==> config.mk <==
export PLATFORM = sky130hd
export DESIGN_NAME = calc_sequencer
export DESIGN_NICKNAME = d
export VERILOG_FILES = /design/src/rtl/calc_pkg.sv /design/src/rtl/bcd_entry_reg.sv /design/src/rtl/calc_sequencer.sv
export SDC_FILE = /design/constraint.sdc
export NUM_CORES = 1
export LEC_CHECK = 0
export BUFFER_PORTS_ARGS = -buffer_cell sky130_fd_sc_hd__buf_2
export CORE_MARGIN = 2
export CORE_UTILIZATION = 30
export DETAILED_ROUTE_END_ITERATION = 8
export GPL_TIMING_DRIVEN = 0
export PLACE_DENSITY = 0.55
export SYNTH_ARGS = -nofsm -noshare
export SYNTH_HDL_FRONTEND = slang
export SYNTH_SLANG_ARGS = --single-unit
==> constraint.sdc <==
create_clock -name clk -period 2.4 [get_ports clk]
set_input_delay 0.12 -clock clk [delete_from_list [all_inputs] [get_ports clk]]
set_output_delay 0.12 -clock clk [all_outputs]
set_load 0.1 [all_outputs]
==> src/rtl/calc_pkg.sv <==
// Shared key codes, operator/display encodings and FSM states for the calculator sequencer.
package calc_pkg;

  localparam logic [3:0] KEY_ADD = 4'hA;
  localparam logic [3:0] KEY_SUB = 4'hB;
  localparam logic [3:0] KEY_CLR = 4'hC;
  localparam logic [3:0] KEY_EQU = 4'hD;
  localparam logic [3:0] KEY_MUL = 4'hE;
  localparam logic [3:0] KEY_F   = 4'hF;

  typedef enum logic [1:0] {
    OP_NONE = 2'b00,
    OP_ADD  = 2'b01,
    OP_SUB  = 2'b10,
    OP_MUL  = 2'b11
  } op_sel_e;

  typedef enum logic [1:0] {
    DISP_ZERO = 2'b00,
    DISP_A    = 2'b01,
    DISP_B    = 2'b10,
    DISP_RES  = 2'b11
  } disp_sel_e;

  typedef enum logic [2:0] {
    IDLE    = 3'd0,
    ENTER_A = 3'd1,
    OP_WAIT = 3'd2,
    ENTER_B = 3'd3,
    EXEC    = 3'd4,
    RESULT  = 3'd5,
    ERROR   = 3'd6
  } state_e;

  function automatic logic is_digit(input logic [3:0] k);
    return k <= 4'd9;
  endfunction

  function automatic logic is_op(input logic [3:0] k);
    return (k == KEY_ADD) || (k == KEY_SUB) || (k == KEY_MUL);
  endfunction

  function automatic op_sel_e key_to_op(input logic [3:0] k);
    op_sel_e op;
    case (k)
      KEY_ADD: op = OP_ADD;
      KEY_SUB: op = OP_SUB;
      KEY_MUL: op = OP_MUL;
      default: op = OP_NONE;
    endcase
    return op;
  endfunction

endpackage

==> src/rtl/bcd_entry_reg.sv <==
// DIGITS-nibble BCD entry register: shift-in of new LS digit, right shift (backspace),
// parallel load and clear, with a count of significant digits entered.
module bcd_entry_reg #(
  parameter int unsigned DIGITS = 4
) (
  input  logic                  clk,
  input  logic                  resetn,
  input  logic                  clr,
  input  logic                  load,
  input  logic [4*DIGITS-1:0]   load_value,
  input  logic                  shift_in,
  input  logic [3:0]            digit,
  input  logic                  shift_out,
  output logic [4*DIGITS-1:0]   value,
  output logic                  cnt_le1
);

  localparam int unsigned W  = 4 * DIGITS;
  localparam int unsigned CW = $clog2(DIGITS + 1);

  logic [CW-1:0] cnt;
  logic [W-1:0]  base_v, value_nxt;
  logic [CW-1:0] base_c, cnt_nxt;

  // clr combined with shift_in restarts entry with the new digit
  always_comb begin
    base_v    = clr ? '0 : value;
    base_c    = clr ? '0 : cnt;
    value_nxt = base_v;
    cnt_nxt   = base_c;
    if (load) begin
      value_nxt = load_value;
      cnt_nxt   = CW'(DIGITS);
    end else if (shift_in) begin
      // a leading zero leaves both value and count at zero
      if ((base_c < CW'(DIGITS)) && !((base_c == '0) && (digit == 4'd0))) begin
        value_nxt = {base_v[W-5:0], digit};
        cnt_nxt   = base_c + CW'(1);
      end
    end else if (shift_out) begin
      value_nxt = {4'h0, base_v[W-1:4]};
      cnt_nxt   = (base_c != '0) ? base_c - CW'(1) : '0;
    end
  end

  always_ff @(posedge clk or negedge resetn) begin
    if (!resetn) begin
      value <= '0;
      cnt   <= '0;
    end else begin
      value <= value_nxt;
      cnt   <= cnt_nxt;
    end
  end

  assign cnt_le1 = (cnt <= CW'(1));

endmodule

==> src/rtl/calc_sequencer.sv <==
// Calculator sequencer: builds BCD operands from key events, runs the ALU handshake with
// timeout and selects the display source. Backspace on key F enabled by CALC_SEQ_BACKSPACE_EN.
module calc_sequencer
  import calc_pkg::*;
#(
  parameter int unsigned DIGITS      = 4,
  parameter int unsigned ALU_TIMEOUT = 15
) (
  input  logic                clk,
  input  logic                resetn,
  input  logic                key_valid,
  input  logic [3:0]          key_code,
  input  logic                alu_done,
  input  logic [4*DIGITS-1:0] alu_result,
  input  logic                alu_err,
  output logic [4*DIGITS-1:0] op_a,
  output logic [4*DIGITS-1:0] op_b,
  output logic [1:0]          op_sel,
  output logic                alu_start,
  output logic [4*DIGITS-1:0] disp_value,
  output logic [1:0]          disp_sel,
  output logic                busy,
  output logic                error
);

  localparam int unsigned W  = 4 * DIGITS;
  localparam int unsigned TW = 8;

`ifdef CALC_SEQ_BACKSPACE_EN
  localparam bit BKSP_EN = 1'b1;
`else
  localparam bit BKSP_EN = 1'b0;
`endif

  state_e        state, state_nxt;
  op_sel_e       op_sel_q, op_sel_nxt;
  logic [TW-1:0] tmo_cnt;
  logic [W-1:0]  res_q;
  logic          start_nxt, res_cap;

  logic a_clr, a_load, a_shin, a_shout, a_le1;
  logic b_clr, b_shin, b_shout, b_le1;

  logic k_dig, k_op, k_clr, k_equ, k_bs, tmo_hit;

  assign k_dig   = key_valid && is_digit(key_code);
  assign k_op    = key_valid && is_op(key_code);
  assign k_clr   = key_valid && (key_code == KEY_CLR);
  assign k_equ   = key_valid && (key_code == KEY_EQU);
  assign k_bs    = key_valid && BKSP_EN && (key_code == KEY_F);
  assign tmo_hit = (tmo_cnt == TW'(ALU_TIMEOUT));

  bcd_entry_reg #(.DIGITS(DIGITS)) u_reg_a (
    .clk        (clk),
    .resetn     (resetn),
    .clr        (a_clr),
    .load       (a_load),
    .load_value (res_q),
    .shift_in   (a_shin),
    .digit      (key_code),
    .shift_out  (a_shout),
    .value      (op_a),
    .cnt_le1    (a_le1)
  );

  bcd_entry_reg #(.DIGITS(DIGITS)) u_reg_b (
    .clk        (clk),
    .resetn     (resetn),
    .clr        (b_clr),
    .load       (1'b0),
    .load_value ('0),
    .shift_in   (b_shin),
    .digit      (key_code),
    .shift_out  (b_shout),
    .value      (op_b),
    .cnt_le1    (b_le1)
  );

  always_ff @(posedge clk or negedge resetn) begin
    if (!resetn) state <= IDLE;
    else         state <= state_nxt;
  end

  // C wins over everything, including a simultaneous alu_done
  always_comb begin
    state_nxt = state;
    if (k_clr) begin
      state_nxt = IDLE;
    end else begin
      case (state)
        IDLE:    if (k_dig) state_nxt = ENTER_A;
        ENTER_A: begin
          if (k_op)                state_nxt = OP_WAIT;
          else if (k_bs && a_le1)  state_nxt = IDLE;
        end
        OP_WAIT: if (k_dig) state_nxt = ENTER_B;
        ENTER_B: begin
          if (k_equ)               state_nxt = EXEC;
          else if (k_bs && b_le1)  state_nxt = OP_WAIT;
        end
        EXEC: begin
          if (alu_done)            state_nxt = alu_err ? ERROR : RESULT;
          else if (tmo_hit)        state_nxt = ERROR;
        end
        RESULT: begin
          if (k_dig)               state_nxt = ENTER_A;
          else if (k_op)           state_nxt = OP_WAIT;
        end
        ERROR:   state_nxt = ERROR;
        default: state_nxt = IDLE;
      endcase
    end
  end

  // operand register strobes and next operator/start
  always_comb begin
    a_clr      = 1'b0;
    a_load     = 1'b0;
    a_shin     = 1'b0;
    a_shout    = 1'b0;
    b_clr      = 1'b0;
    b_shin     = 1'b0;
    b_shout    = 1'b0;
    op_sel_nxt = op_sel_q;
    start_nxt  = 1'b0;
    res_cap    = 1'b0;
    if (k_clr) begin
      a_clr      = 1'b1;
      b_clr      = 1'b1;
      op_sel_nxt = OP_NONE;
    end else begin
      case (state)
        IDLE: a_shin = k_dig;
        ENTER_A: begin
          a_shin  = k_dig;
          a_shout = k_bs;
          if (k_op) op_sel_nxt = key_to_op(key_code);
        end
        OP_WAIT: begin
          if (k_op) op_sel_nxt = key_to_op(key_code);
          b_clr  = k_dig;
          b_shin = k_dig;
        end
        ENTER_B: begin
          b_shin    = k_dig;
          b_shout   = k_bs;
          start_nxt = k_equ;
          if (k_op) op_sel_nxt = key_to_op(key_code);
        end
        EXEC: res_cap = alu_done && !alu_err;
        RESULT: begin
          if (k_dig) begin
            a_clr  = 1'b1;
            a_shin = 1'b1;
            b_clr  = 1'b1;
          end else if (k_op) begin
            a_load     = 1'b1;
            b_clr      = 1'b1;
            op_sel_nxt = key_to_op(key_code);
          end
        end
        default: ;
      endcase
    end
  end

  // registered outputs; display follows the current state, one cycle behind it
  always_ff @(posedge clk or negedge resetn) begin
    if (!resetn) begin
      op_sel_q   <= OP_NONE;
      alu_start  <= 1'b0;
      busy       <= 1'b0;
      error      <= 1'b0;
      disp_sel   <= DISP_ZERO;
      disp_value <= '0;
      res_q      <= '0;
      tmo_cnt    <= '0;
    end else begin
      op_sel_q  <= op_sel_nxt;
      alu_start <= start_nxt;
      busy      <= (state_nxt == EXEC);
      error     <= (state_nxt == ERROR);
      if (res_cap) res_q <= alu_result;
      if (k_clr || start_nxt)
        tmo_cnt <= '0;
      else if ((state == EXEC) && !tmo_hit)
        tmo_cnt <= tmo_cnt + TW'(1);
      case (state)
        ENTER_A, OP_WAIT: begin
          disp_sel   <= DISP_A;
          disp_value <= op_a;
        end
        ENTER_B, EXEC: begin
          disp_sel   <= DISP_B;
          disp_value <= op_b;
        end
        RESULT: begin
          disp_sel   <= DISP_RES;
          disp_value <= res_q;
        end
        ERROR: begin
          disp_sel   <= DISP_RES;
          disp_value <= {DIGITS{4'hE}};
        end
        default: begin
          disp_sel   <= DISP_ZERO;
          disp_value <= '0;
        end
      endcase
    end
  end

  assign op_sel = op_sel_q;

endmodule

==> qor.txt, run 1 <==
Status: complete, but fails checks
Failing checks: negative setup slack
Avg WL per Cell: 17.8 um
Netlist cell types: 53
Die area: 15,500 um^2
Global route overflow: 0
Placed insts: 678
GPL Wtd Cong: 0.856
Die Y: 125 um
Share of cells above drive strength 1: 28.3%
Fin cells: 724
TritonCTS Sinks: 88
Site Rows: 44
Sequential share of the synthesized area: 50.5%
Antenna-violating nets left: 0
Detailed Place HPWL: 9300 um
Minimum clock period: 2.49 ns
Via count: 3,741
Top FF cell, synth: dfrtp_1
Clock tree buffer depth: 2
Critical Path Sink Type: flop
Clock-pin slew on the worst setup and hold paths: 0.06 ns
Req. time, crit path: 2.62 ns
GRT Overall Usage: 16.8%
Clock root buffer: clkbuf_16
Worst skew pair latency: 0.35 ns
Met2 usage: 24.5%
GRT busiest layer: met2
RSZ-0062 raised after global routing: true
Pin count of the biggest net entering global routing: 56
Initial core utilization: 30.3%
GR Util met3: 3.78%
Fin. max-slew vios: 0
Commonest cells after routing, fill and taps aside: 87 x dfrtp_1, 81 x buf_2, 43 x nand2_1, 42 x mux2i_1, 39 x nor2_1
Slack of the critical path: -0.0925 ns
WS Path Type: reg -> reg
Final Hold Viols: 0
Final setup fails: 14
Startpoint class of the critical path: flop
Yosys reg bits: 88
Drt total wl: 12,900 um
Hold crit path type: in -> reg
Avg Vias per Cell: 5.17
Synthesis warning total: 0
Async set-reset flop share out of synthesis: 100%
Fill cells: 1,384
Storage element area: 2200 um^2
Footprint of the multi-input gates: 2060 um^2
TritonCTS clock tree: done
Cell count after synthesis: 417
Max Clock Freq: 401 MHz
First-pass GRT wire length: 20,400 um
GR Util met1: 23.1%
I/O Pins: 80
Period utilization: 104%
# diodes: 0
Depth of the CTS H-tree: 3
Detailed Routing Iterations Pass 1: 5
Setup Skew: 0.00745 ns
Crit path max fanout: 6
Max Cap Viol: 0
Initial drt markers: 201
Vias in the first global route: 3,730
Mapped Nets: 447
Worst Path Arrival: 2.71 ns
Slew @ Worst Pin: 0.812 ns
Synth-to-Final Area Change: 30.5%
Most common cell after layout, fill and taps aside: dfrtp_1
Num CTS Buffers: 9
Area of the core: 14,400 um^2
Post-Syn Area: 4360 um^2
Die width: 125 um
Initial antenna violation count: 0
Avg Cell Area, Syn: 10.5 um^2
Slew HR: 45.4%
Nets@finish: 568
IO Port Bufs: 76
Number of remaining DRC errors: 0
Post-synth EDFFs: 0
## final timing paths
kind                       cells after the start          endpoint  slack, ns      startpoint
hold reg to reg                                1    u_reg_b.cnt[1]       0.51  u_reg_b.cnt[1]
setup / recovery                               9  u_reg_a.value[2]      -0.09        state[2]
max in group asynchronous                      3          state[2]       1.49          resetn
min in group asynchronous                      2         res_q[10]       0.26          resetn
setup reg to reg                               9  u_reg_a.value[2]      -0.09        state[2]
hold / removal                                 2         res_q[13]       0.01  alu_result[13]
## worst max-delay path: stages (launching register included)
cell and delay [ns]:
dfrtp_2 0.44, and4b_1 0.21, a22oi_2 0.19, nand2_1 0.11, ha_2 0.19, a221o_1 0.31, a311o_1 0.32, buf_6 0.15
and3_4 0.16, a221o_1 0.28
## flip-flops by register name (all words and copies together) (netlist names), 2 cells and up
signal	flops
u_reg_a.cnt	3
state	3
disp_value	16
op_sel	2
disp_sel	2
u_reg_b.cnt	3
res_q	16
tmo_cnt	8
u_reg_b.value	16
u_reg_a.value	16
## synthesized netlist by cell type, drive strengths merged, types with 2 or more instances
| cell type | instances | share of area, % |
|---|---|---|
| dfrtp | 88 | 51 |
| nand2 | 45 | 3.9 |
| mux2i | 42 | 9.6 |
| nor2 | 40 | 3.4 |
| o21ai | 31 | 3.6 |
| mux2 | 20 | 5.2 |
| clkbuf | 17 | 1.5 |
| a211oi | 12 | 2.1 |
| a31oi | 12 | 1.7 |
| buf | 10 | 1.5 |
| inv | 9 | 0.78 |
| a21oi | 8 | 0.92 |
| and3 | 6 | 0.86 |
| a221o | 5 | 1.1 |
| a22o | 5 | 1.0 |
| a22oi | 5 | 0.86 |
| ha | 5 | 1.4 |
| nand3 | 5 | 0.57 |
| xor2 | 5 | 1.0 |
| nor2b | 4 | 0.57 |
| o22ai | 4 | 0.57 |
| xnor2 | 4 | 0.80 |
| nand4 | 3 | 0.43 |
| a311oi | 2 | 0.40 |
| and2 | 2 | 0.29 |
| and4 | 2 | 0.40 |
| and4b | 2 | 0.46 |
| nand2b | 2 | 0.29 |
| nand3b | 2 | 0.34 |
| o21a | 2 | 0.34 |
| or2 | 2 | 0.29 |
## cell type report
| class | count | share of cell area (%) |
|---|---|---|
| flip-flops and latches | 88 | 38.7 |
| multi-input cells | 293 | 36.3 |
| repair buffers | 113 | 13.1 |
| clock buffers | 12 | 4.33 |
| well taps | 184 | 4.05 |
| plain buffers | 24 | 2.42 |
| inverters | 9 | 0.594 |
| clock inverters | 1 | 0.528 |
## through the flow
stage	TNS (ns)	setup slack [ns]	cell area [um^2]	hold WS, ns	util [%]
CTS	-1.95	-0.174	5610	0.00277	39.1
floorplan	-0.0327	-0.0110	4370	-0.176	-
detailed placement	-7.96	-0.415	5010	0.104	34.9
global route	-1.77	-0.153	5690	0.00816	39.6
global placement	-7.46	-0.372	4980	0.333	34.7
finish	-0.414	-0.0925	5690	0.0121	39.6
## repair_timing
action,CTS,global route
gates cloned,1,0
hold buffers,16,0
endpoints found under the hold margin,48,0
resized for setup,16,9
pin swaps,7,7
setup buffers,11,8
endpoints found under the setup margin,36,40
## layer usage
layer  part of all wire [%]  wire length, um  vias to the layer above
li1                       -                -                     1744
met1                     45             5860                     1831
met2                     45             5840                      146
met3                    6.5              833                       20
met4                    2.9              378                        0
met5                      0                0                        -
## logic make-up (layout without fill, tap and decap cells)
family | after synthesis | count (layout) | synth area share (%)
simple gates | 120 | 120 | 12.9
compound gates | 97 | 97 | 14.8
flops | 88 | 88 | 50.5
mux | 62 | 62 | 14.8
buf+inv | 36 | 159 | 3.70
xor+xnor | 9 | 9 | 1.81
fa+ha+maj | 5 | 5 | 1.44
Power of run 1 is left out: the tool's default activity adds up to more than one toggle a clock period on the data nets, which glitch-free logic cannot reach.
==> inputs of run 2 (changes only) <==
--- a/config.mk
+++ b/config.mk
@@ -10,7 +10,7 @@
 export CORE_UTILIZATION = 30
 export DETAILED_ROUTE_END_ITERATION = 8
 export GPL_TIMING_DRIVEN = 0
-export PLACE_DENSITY = 0.55
+export PLACE_DENSITY = 0.53
 export SYNTH_ARGS = -nofsm -noshare
 export SYNTH_HDL_FRONTEND = slang
 export SYNTH_SLANG_ARGS = --single-unit
==> constraint.sdc (replaced) <==
create_clock -name clk -period 2.7 [get_ports clk]
set_input_delay 0.135 -clock clk [delete_from_list [all_inputs] [get_ports clk]]
set_output_delay 0.135 -clock clk [all_outputs]
set_load 0.1 [all_outputs]
==> run 2 against run 1 <==
Compared with the run above: the run now ends clean; worst hold slack worse by 0.0087 ns; die area is the same; worst setup slack better by 0.16 ns; register-to-register slack gained 0.16 ns; flip-flop and latch count stayed put; highest routed layer unchanged.
==> qor.txt, run 2 (synthesis gave the netlist of run 1 again) <==
Most common cell on crit path: a221o_1
IO Port Bufs: 76
Synth-to-Final Area Change: 23.8%
Placed insts: 678
Crit path max fanout: 8
WL met1: 6020 um
Fill cells: 1,449
Clock tree buffer depth: 2
Fin cells: 699
Fin. max-slew vios: 0
Initial antenna violation count: 0
Crit-path leading delay family: compound AO/OA/AOI/OAI gates
Die area: 15,500 um^2
Worst stage delay on the critical path: 0.48 ns
Antenna-violating nets left: 0
Drt total wl: 12,600 um
Final setup fails: 0
Initial drt markers: 154
Setup Skew: 0.00865 ns
Worst Path Arrival: 2.86 ns
TritonCTS Sinks: 88
Pin count of the biggest net entering global routing: 55
Final Util: 37.5%
Hold crit path type: in -> reg
Nets@finish: 541
Avg WL per Cell: 18.0 um
Slew @ Worst Pin: 0.728 ns
Detailed Routing Iterations Pass 1: 5
I/O Pins: 80
Global route overflow: 0
# diodes: 0
Met2 wire len: 5670 um
Die Y: 125 um
Commonest cells after routing, fill and taps aside: 87 x dfrtp_1, 81 x buf_2, 43 x nand2_1, 42 x mux2i_1, 40 x nor2_1
Period utilization: 97.4%
Share of cells above drive strength 1: 25.2%
First-pass GRT wire length: 20,000 um
Vias in the first global route: 3,616
Die width: 125 um
Max Clock Freq: 380 MHz
Detailed Place HPWL: 9370 um
Via count: 3,634
DR top layer: met4
Num CTS Buffers: 9
Initial core utilization: 30.3%
Clock root buffer: clkbuf_16
Avg Vias per Cell: 5.20
Worst skew pair latency: 0.35 ns
Met3 WL: 688 um
Slew HR: 51.3%
Req. time, crit path: 2.93 ns
GPL Wtd Cong: 0.902
Status: complete, no violations
Max Cap Viol: 0
Number of remaining DRC errors: 0
Most common cell after layout, fill and taps aside: dfrtp_1
CP max-delay cell: dfrtp_2
Worst Path Buf+Inv: 1
Site Rows: 44
WS Path Type: reg -> reg
Depth of the CTS H-tree: 3
Startpoint class of the critical path: flop
TritonCTS clock tree: done
Minimum clock period: 2.63 ns
Area of the core: 14,400 um^2
Clock-pin slew on the worst setup and hold paths: 0.06 ns
Worst path cell trace: and4b_1, a22oi_2, nand2_1, ha_2, a221o_1, a311o_1, buf_6, and3_1, a221o_1
Final Hold Viols: 0
Critical Path Sink Type: flop
GRT Overall Usage: 16.3%
==> run 2: cell count changes in the layout (fill, tap and decap cells not counted), sizes merged <==
cell         before  now
clkbuf           27   26
inv               9   10
dlygate4sd3      16    4
clkinvlp          0    1
clkinv            0    1
buf             106   90
bufinv            1    2
==> run 2: timing repair <==
| action | CTS | global route |
|---|---|---|
| gates cloned | 0 | 0 |
| setup endpoints to repair | 13 | 13 |
| endpoints found under the hold margin | 37 | 0 |
| hold buffers | 4 | 0 |
| pin swaps | 0 | 5 |
| gates resized for setup | 2 | 7 |
| setup buffers | 0 | 3 |
==> run 2: per-layer routing <==
layer  global-route usage [%]  up-vias
li1                         -     1694
met1                     23.5     1808
met2                     24.7      119
met3                     2.79       13
met4                     6.08        0
met5                        0        -
==> run 2: worst register-to-register path: stages, from the launching register on <==
cell     delay [ns]
dfrtp_2        0.48
and4b_1        0.26
a22oi_2        0.23
nand2_1        0.11
ha_2           0.19
a221o_1        0.31
a311o_1        0.36
buf_6          0.14
and3_1         0.17
a221o_1        0.26
==> run 2: cell type report <==
| type | count | area (um^2) | area share, % |
|---|---|---|---|
| Tap cell | 184 | 230 | 4.27 |
| Sequential cell | 88 | 2200 | 40.8 |
| Multi-Input combinational cell | 293 | 2010 | 37.3 |
| Clock inverter | 5 | 81.3 | 1.51 |
| Buffer | 26 | 131 | 2.44 |
| Inverter | 9 | 33.8 | 0.626 |
| Timing Repair Buffer | 84 | 473 | 8.77 |
| Clock buffer | 10 | 229 | 4.24 |
==> run 2: worst paths after layout <==
check / slack (ns) / end / start / depth (start not counted)
min reg2reg: 0.51 / u_reg_b.cnt[1] / u_reg_b.cnt[1] / 1
min: 0.003 / res_q[4] / alu_result[4] / 2
max: 0.07 / u_reg_a.value[2] / state[2] / 9
max reg2reg: 0.07 / u_reg_a.value[2] / state[2] / 9
max in group asynchronous: 1.73 / state[2] / resetn / 3
min in group asynchronous: 0.31 / res_q[10] / resetn / 2
==> run 2: through the flow <==
| stage | hold WS (ns) | area (um^2) | worst slack, ns | TNS (ns) |
|---|---|---|---|---|
| finish | 0.00342 | 5400 | 0.0691 | 0 |
| CTS | 0.00137 | 5350 | 0.0623 | 0 |
| global route | 0.00954 | 5400 | -0.0186 | -0.0251 |
| floorplan | -0.161 | 4360 | 0.199 | 0 |
| global placement | 0.347 | 4970 | -0.147 | -1.26 |
| detailed placement | 0.116 | 5000 | -0.164 | -1.61 |
Power of run 2 is left out for the same reason.
